File: config.mk
export PLATFORM = sky130hd
export DESIGN_NAME = mac_relu_unit
export DESIGN_NICKNAME = d
export VERILOG_FILES = /design/src/rtl/mac_pkg.sv /design/src/rtl/mac_unit.sv /design/src/rtl/relu_unit.sv /design/src/rtl/mac_relu_unit.sv
export SDC_FILE = /design/constraint.sdc
export NUM_CORES = 2
export LEC_CHECK = 0
export CORE_MARGIN = 3
export CORE_UTILIZATION = 48
export DETAILED_ROUTE_END_ITERATION = 8
export HOLD_SLACK_MARGIN = 0.02
export SLEW_MARGIN = 20
export SYNTH_ARGS = -nofsm -noshare
export SYNTH_HDL_FRONTEND = slang
export SYNTH_HIERARCHICAL = 1
export SYNTH_SLANG_ARGS = --single-unit
File: constraint.sdc
create_clock -name clk -period 12.8 [get_ports clk]
set_clock_uncertainty 0.05 [all_clocks]
set_input_delay 3.84 -clock clk [delete_from_list [all_inputs] [get_ports clk]]
set_output_delay 3.84 -clock clk [all_outputs]
set_load 0.05 [all_outputs]
File: src/rtl/mac_pkg.sv
// Shared constants for the multiply-accumulate + ReLU slice.
package mac_pkg;

    // Default operand / accumulator width in bits.
    localparam int MAC_DW = 32;

    // Full-precision signed product width.
    localparam int MAC_PW = 2 * MAC_DW;

endpackage : mac_pkg

File: src/rtl/mac_unit.sv
// Two-stage signed multiply-accumulate: stage 1 registers the full product,
// stage 2 folds its low DW bits into a wrapping accumulator and tracks a
// sticky overflow flag.
module mac_unit
    import mac_pkg::*;
#(
    parameter int DW = MAC_DW
) (
    input  logic                 clk,
    input  logic                 rst,
    input  logic                 clear,
    input  logic                 enable,
    input  logic signed [DW-1:0] a,
    input  logic signed [DW-1:0] b,
    output logic signed [DW-1:0] acc,
    output logic                 ovf
);

    localparam int PW = 2 * DW;

    logic [PW-1:0] p_q, p_d;
    logic          p_vld_q, p_vld_d;
    logic [DW-1:0] acc_q, acc_d;
    logic          ovf_q, ovf_d;

    logic [DW-1:0] term;
    logic [DW-1:0] sum;
    logic [DW:0]   p_upper;
    logic          add_ovf;
    logic          prod_ovf;

    // Stage 1 next state: sign-extend both operands so the PW-bit product is exact.
    always_comb begin
        p_d     = {{DW{a[DW-1]}}, a} * {{DW{b[DW-1]}}, b};
        p_vld_d = enable;
    end

    // Stage 2 next state: wrap-around add plus overflow detection on valid terms.
    always_comb begin
        term     = p_q[DW-1:0];
        sum      = acc_q + term;
        // Signed add overflow: equal-sign operands giving an opposite-sign result.
        add_ovf  = (acc_q[DW-1] == term[DW-1]) && (sum[DW-1] != acc_q[DW-1]);
        // The product fits in DW signed bits only if its top DW+1 bits all match.
        p_upper  = p_q[PW-1:DW-1];
        prod_ovf = !((&p_upper) || (p_upper == '0));
        acc_d    = acc_q;
        ovf_d    = ovf_q;
        if (p_vld_q) begin
            acc_d = sum;
            if (add_ovf || prod_ovf) begin
                ovf_d = 1'b1;
            end
        end
    end

    // State registers: rst beats clear, clear beats any new or in-flight term.
    always_ff @(posedge clk) begin
        if (rst) begin
            p_q     <= '0;
            p_vld_q <= 1'b0;
            acc_q   <= '0;
            ovf_q   <= 1'b0;
        end else if (clear) begin
            p_q     <= p_d;
            p_vld_q <= 1'b0;
            acc_q   <= '0;
            ovf_q   <= 1'b0;
        end else begin
            p_q     <= p_d;
            p_vld_q <= p_vld_d;
            acc_q   <= acc_d;
            ovf_q   <= ovf_d;
        end
    end

    assign acc = acc_q;
    assign ovf = ovf_q;

endmodule : mac_unit

File: src/rtl/relu_unit.sv
// Combinational ReLU: passes non-negative values, clamps negatives to zero.
module relu_unit
    import mac_pkg::*;
#(
    parameter int DW = MAC_DW
) (
    input  logic signed [DW-1:0] mac_acc,
    output logic        [DW-1:0] relu_acc
);

    // Sign bit selects between the value and zero; no state, no added latency.
    always_comb begin
        relu_acc = mac_acc[DW-1] ? '0 : mac_acc;
    end

endmodule : relu_unit

File: src/rtl/mac_relu_unit.sv
// Top level: pipelined multiply-accumulate followed by a ReLU on the
// registered accumulator. Only wiring lives here.
module mac_relu_unit
    import mac_pkg::*;
#(
    parameter int DW = MAC_DW
) (
    input  logic                 clk,
    input  logic                 rst,
    input  logic                 mac_rst,
    input  logic                 enable,
    input  logic signed [DW-1:0] a,
    input  logic signed [DW-1:0] b,
    output logic signed [DW-1:0] acc,
    output logic        [DW-1:0] relu_acc,
    output logic                 ovf
);

    mac_unit #(
        .DW(DW)
    ) u_mac (
        .clk    (clk),
        .rst    (rst),
        .clear  (mac_rst),
        .enable (enable),
        .a      (a),
        .b      (b),
        .acc    (acc),
        .ovf    (ovf)
    );

    relu_unit #(
        .DW(DW)
    ) u_relu (
        .mac_acc  (acc),
        .relu_acc (relu_acc)
    );

endmodule : mac_relu_unit

==> summary.txt <==
STA
  • Fmax: between 80 and 90 MHz
  • Final setup TNS: 0 ps
  • RSZ-0062 raised after global routing: no
  • Final Setup Violations: 0
  • Fin crit share: 0.935
  • Worst-Margin Slew: 893 ps
  • Minimum clock period: approximately 12000 ps
  • Number of hold violations in the final report: 0
  • Max Slew Vio Count: 0
  • Max-slew headroom: 0.403

Routing
  • Total Routed Length: 104000 µm
  • Routed vias/inst: 5.10
  • Wire per inst: around 19 µm
  • Pre-Repair DR Iteration Count: 5
  • Post-DRT Antenna Nets: 0
  • Drt drc: 0
  • Initial drt markers: around 1300
  • Via Count: approximately 28000

Floorplan
  • DIE WIDTH: 297 µm
  • Die Ht: 297 µm
  • Starting density of the core: 0.485
  • Core Area: 83700 µm²
  • Num rows: roughly 110
  • IO Pins: around 130
  • Die footprint: between 80000 and 90000 µm²

GRT
  • Number of global-route vias before repair: approximately 31000
  • Grt ovf: 0
  • Initial antenna violation count: 6
  • GRT Total Usage: 0.246
  • Pin count of the biggest net entering global routing: 73
  • First-pass GRT wire length: ~170000 µm

Synth
  • Yosys warning total: 6
  • Ys flop type: dfxtp_1
  • Netlist cell types: 68
  • Post-synthesis cell area: approximately 41000 µm²
  • Yosys top cell area share: 0.534
  • Commonest cells post-synth: 1083 x fa_1, 976 x inv_1, 553 x nand2_1
  • Post-synth EDFFs: 0
  • Synth Net Count: roughly 5700
  • Post-synthesis sequential area ratio: 0.0483
  • Cell count after synthesis: ~4400
  • Flops & latches, synth: between 90 and 100
  • Cell taking the most area after synthesis: fa_1
  • Avg Cell Area, Syn: about 9.3 µm²
  • Area contributors post-synth: fa_1 53%, inv_1 9.0%, and2_1 7.8%
  • Count leader, synth: fa_1
  • FFs w/ async S/R, synth: 0

Cells and area
  • Area Growth Syn to Fin: 7.80%
  • Final core occ: 0.523
  • Final net count: a little under 6000
  • Layout cells sized above 1: 0.0340

Placed design
  • Post-detail-place hpwl: between 90000 and 100000 µm
  • Port Buffer Count: between 100 and 150
  • GP Congestion: 0.910

Critical path
  • Crit-path slowest cell: clkdlybuf4s50_1
  • Endpoint class of the critical path: flop
  • Worst Path Required: roughly 13000 ps
  • Worst EP arrival: about 12000 ps
  • Crit-path max FO: 14
  • Crit-path max cell delay: 940 ps
  • Crit Path Class: input port to flop
  • CP startpoint kind: input port
  • Crit-path most repeated cell: fa_1

Status
  • Outcome: finished, final reports clean

Job
  • Max_cap viols: 0

Clocking
  • Clock Latency Late Sink: around 350 ps
  • CTS tree: done
  • CTS Buf Count: 9
  • Post-CTS setup buffer count: 0
  • Clock sink count: 98
  • H-tree levels: 3
  • CTS Root Cell: clkbuf_16
  • CTS resizes: 0
  • Clk buf depth: 2
  • Hold_buf cts: 0
  • Reg clk slew, reported paths: roughly 80 ps

Worst hold path
  • Hold Path Class: flop to flop
==> worst max-delay path, delay by kind of cell <==
kind / cells / cell delay, ps
adders and majority gates: 9 / 4270
AOI/OAI and AO/OA: 7 / 1810
buffers and inverters: 5 / 1370
and+or+nand+nor: 4 / 830
==> per-layer routing <==
layer  part of all wire  global-route usage
met1               0.42               0.317
met2               0.52               0.443
met3              0.032              0.0232
met4              0.032              0.0667
met5           0.000087                   0
==> stage by stage <==
step | std cells | worst slack, ps | hold slack, ps | instance area (µm²)
floorplan | 4370 | 1560 | 501 | 40600
global placement | 5531 | 501 | 439 | 43400
detailed placement | 5531 | 464 | 446 | 43400
CTS | 5547 | 835 | 457 | 43700
global route | 5549 | 356 | 524 | 43800
finish | 5551 | 829 | 457 | 43800
==> final timing paths <==
| kind | from | to | slack, ps | cells after the start |
|---|---|---|---|---|
| setup / recovery | a[9] | u_mac/p_q[51]$_SDFF_PP0_ | 830 | 25 |
| hold / removal | u_mac/acc[4]$_SDFFE_PP0P_ | u_mac/acc[4]$_SDFFE_PP0P_ | 460 | 2 |
| setup reg to reg | u_mac/acc[1]$_SDFFE_PP0P_ | u_mac/ovf$_SDFFE_PP0P_ | 9190 | 11 |
| hold reg to reg | u_mac/acc[4]$_SDFFE_PP0P_ | u_mac/acc[4]$_SDFFE_PP0P_ | 460 | 2 |
==> layout by cell type, fill, tap and decap left out, types with 6 or more instances in the layout <==
master           count
nand2b_1            18
buf_4              117
nor2_1             139
nand4_1             23
and2_1             505
a211oi_1            14
clkdlybuf4s50_1    130
clkbuf_16            9
xor2_1              36
o21a_1              11
o21ai_0             35
nor4_1              11
fa_1              1082
nor3_1              17
xnor2_1             51
a21o_1              48
mux2i_1             14
a21oi_1             92
nand2_1            553
nor2b_1             50
o21bai_1            18
inv_1              976
or3_1                8
nand3_1             10
o21ai_1             13
o31ai_1              7
and3_1              14
ha_1               215
o22ai_1              6
a31oi_1             18
buf_12               6
dfxtp_1             98
==> layout make-up <==
cell class                      instances  area [µm²]
Antenna cell                            4        10.0
Clock buffer                            9         225
Clock inverter                          7        83.8
Fill cell                            7878       39900
Inverter                              976        3660
Multi-Input combinational cell       3069       34100
Sequential cell                        98        1960
Tap cell                             1134        1420
Timing Repair Buffer                  254        2300
==> flip-flops by register name (all words and copies together), names as in the netlist <==
register,count
u_mac/p_vld_q,1
u_mac/acc,32
u_mac/ovf,1
u_mac/p_q,64
==> cell families after synthesis <==
group / count (synthesis) / synth area share
and+or+nand+nor: 1365 / 0.168
AOI/OAI and AO/OA: 301 / 0.0485
DFF: 98 / 0.0483
adders and majority gates: 1298 / 0.600
buffers and inverters: 1203 / 0.112
other: 1 / 0.0000924
muxes: 17 / 0.00428
xor gates and xnor gates: 87 / 0.0188
Power is not shown: default switching activity piles up to over one toggle a cycle in this logic, so the estimate is an artifact.
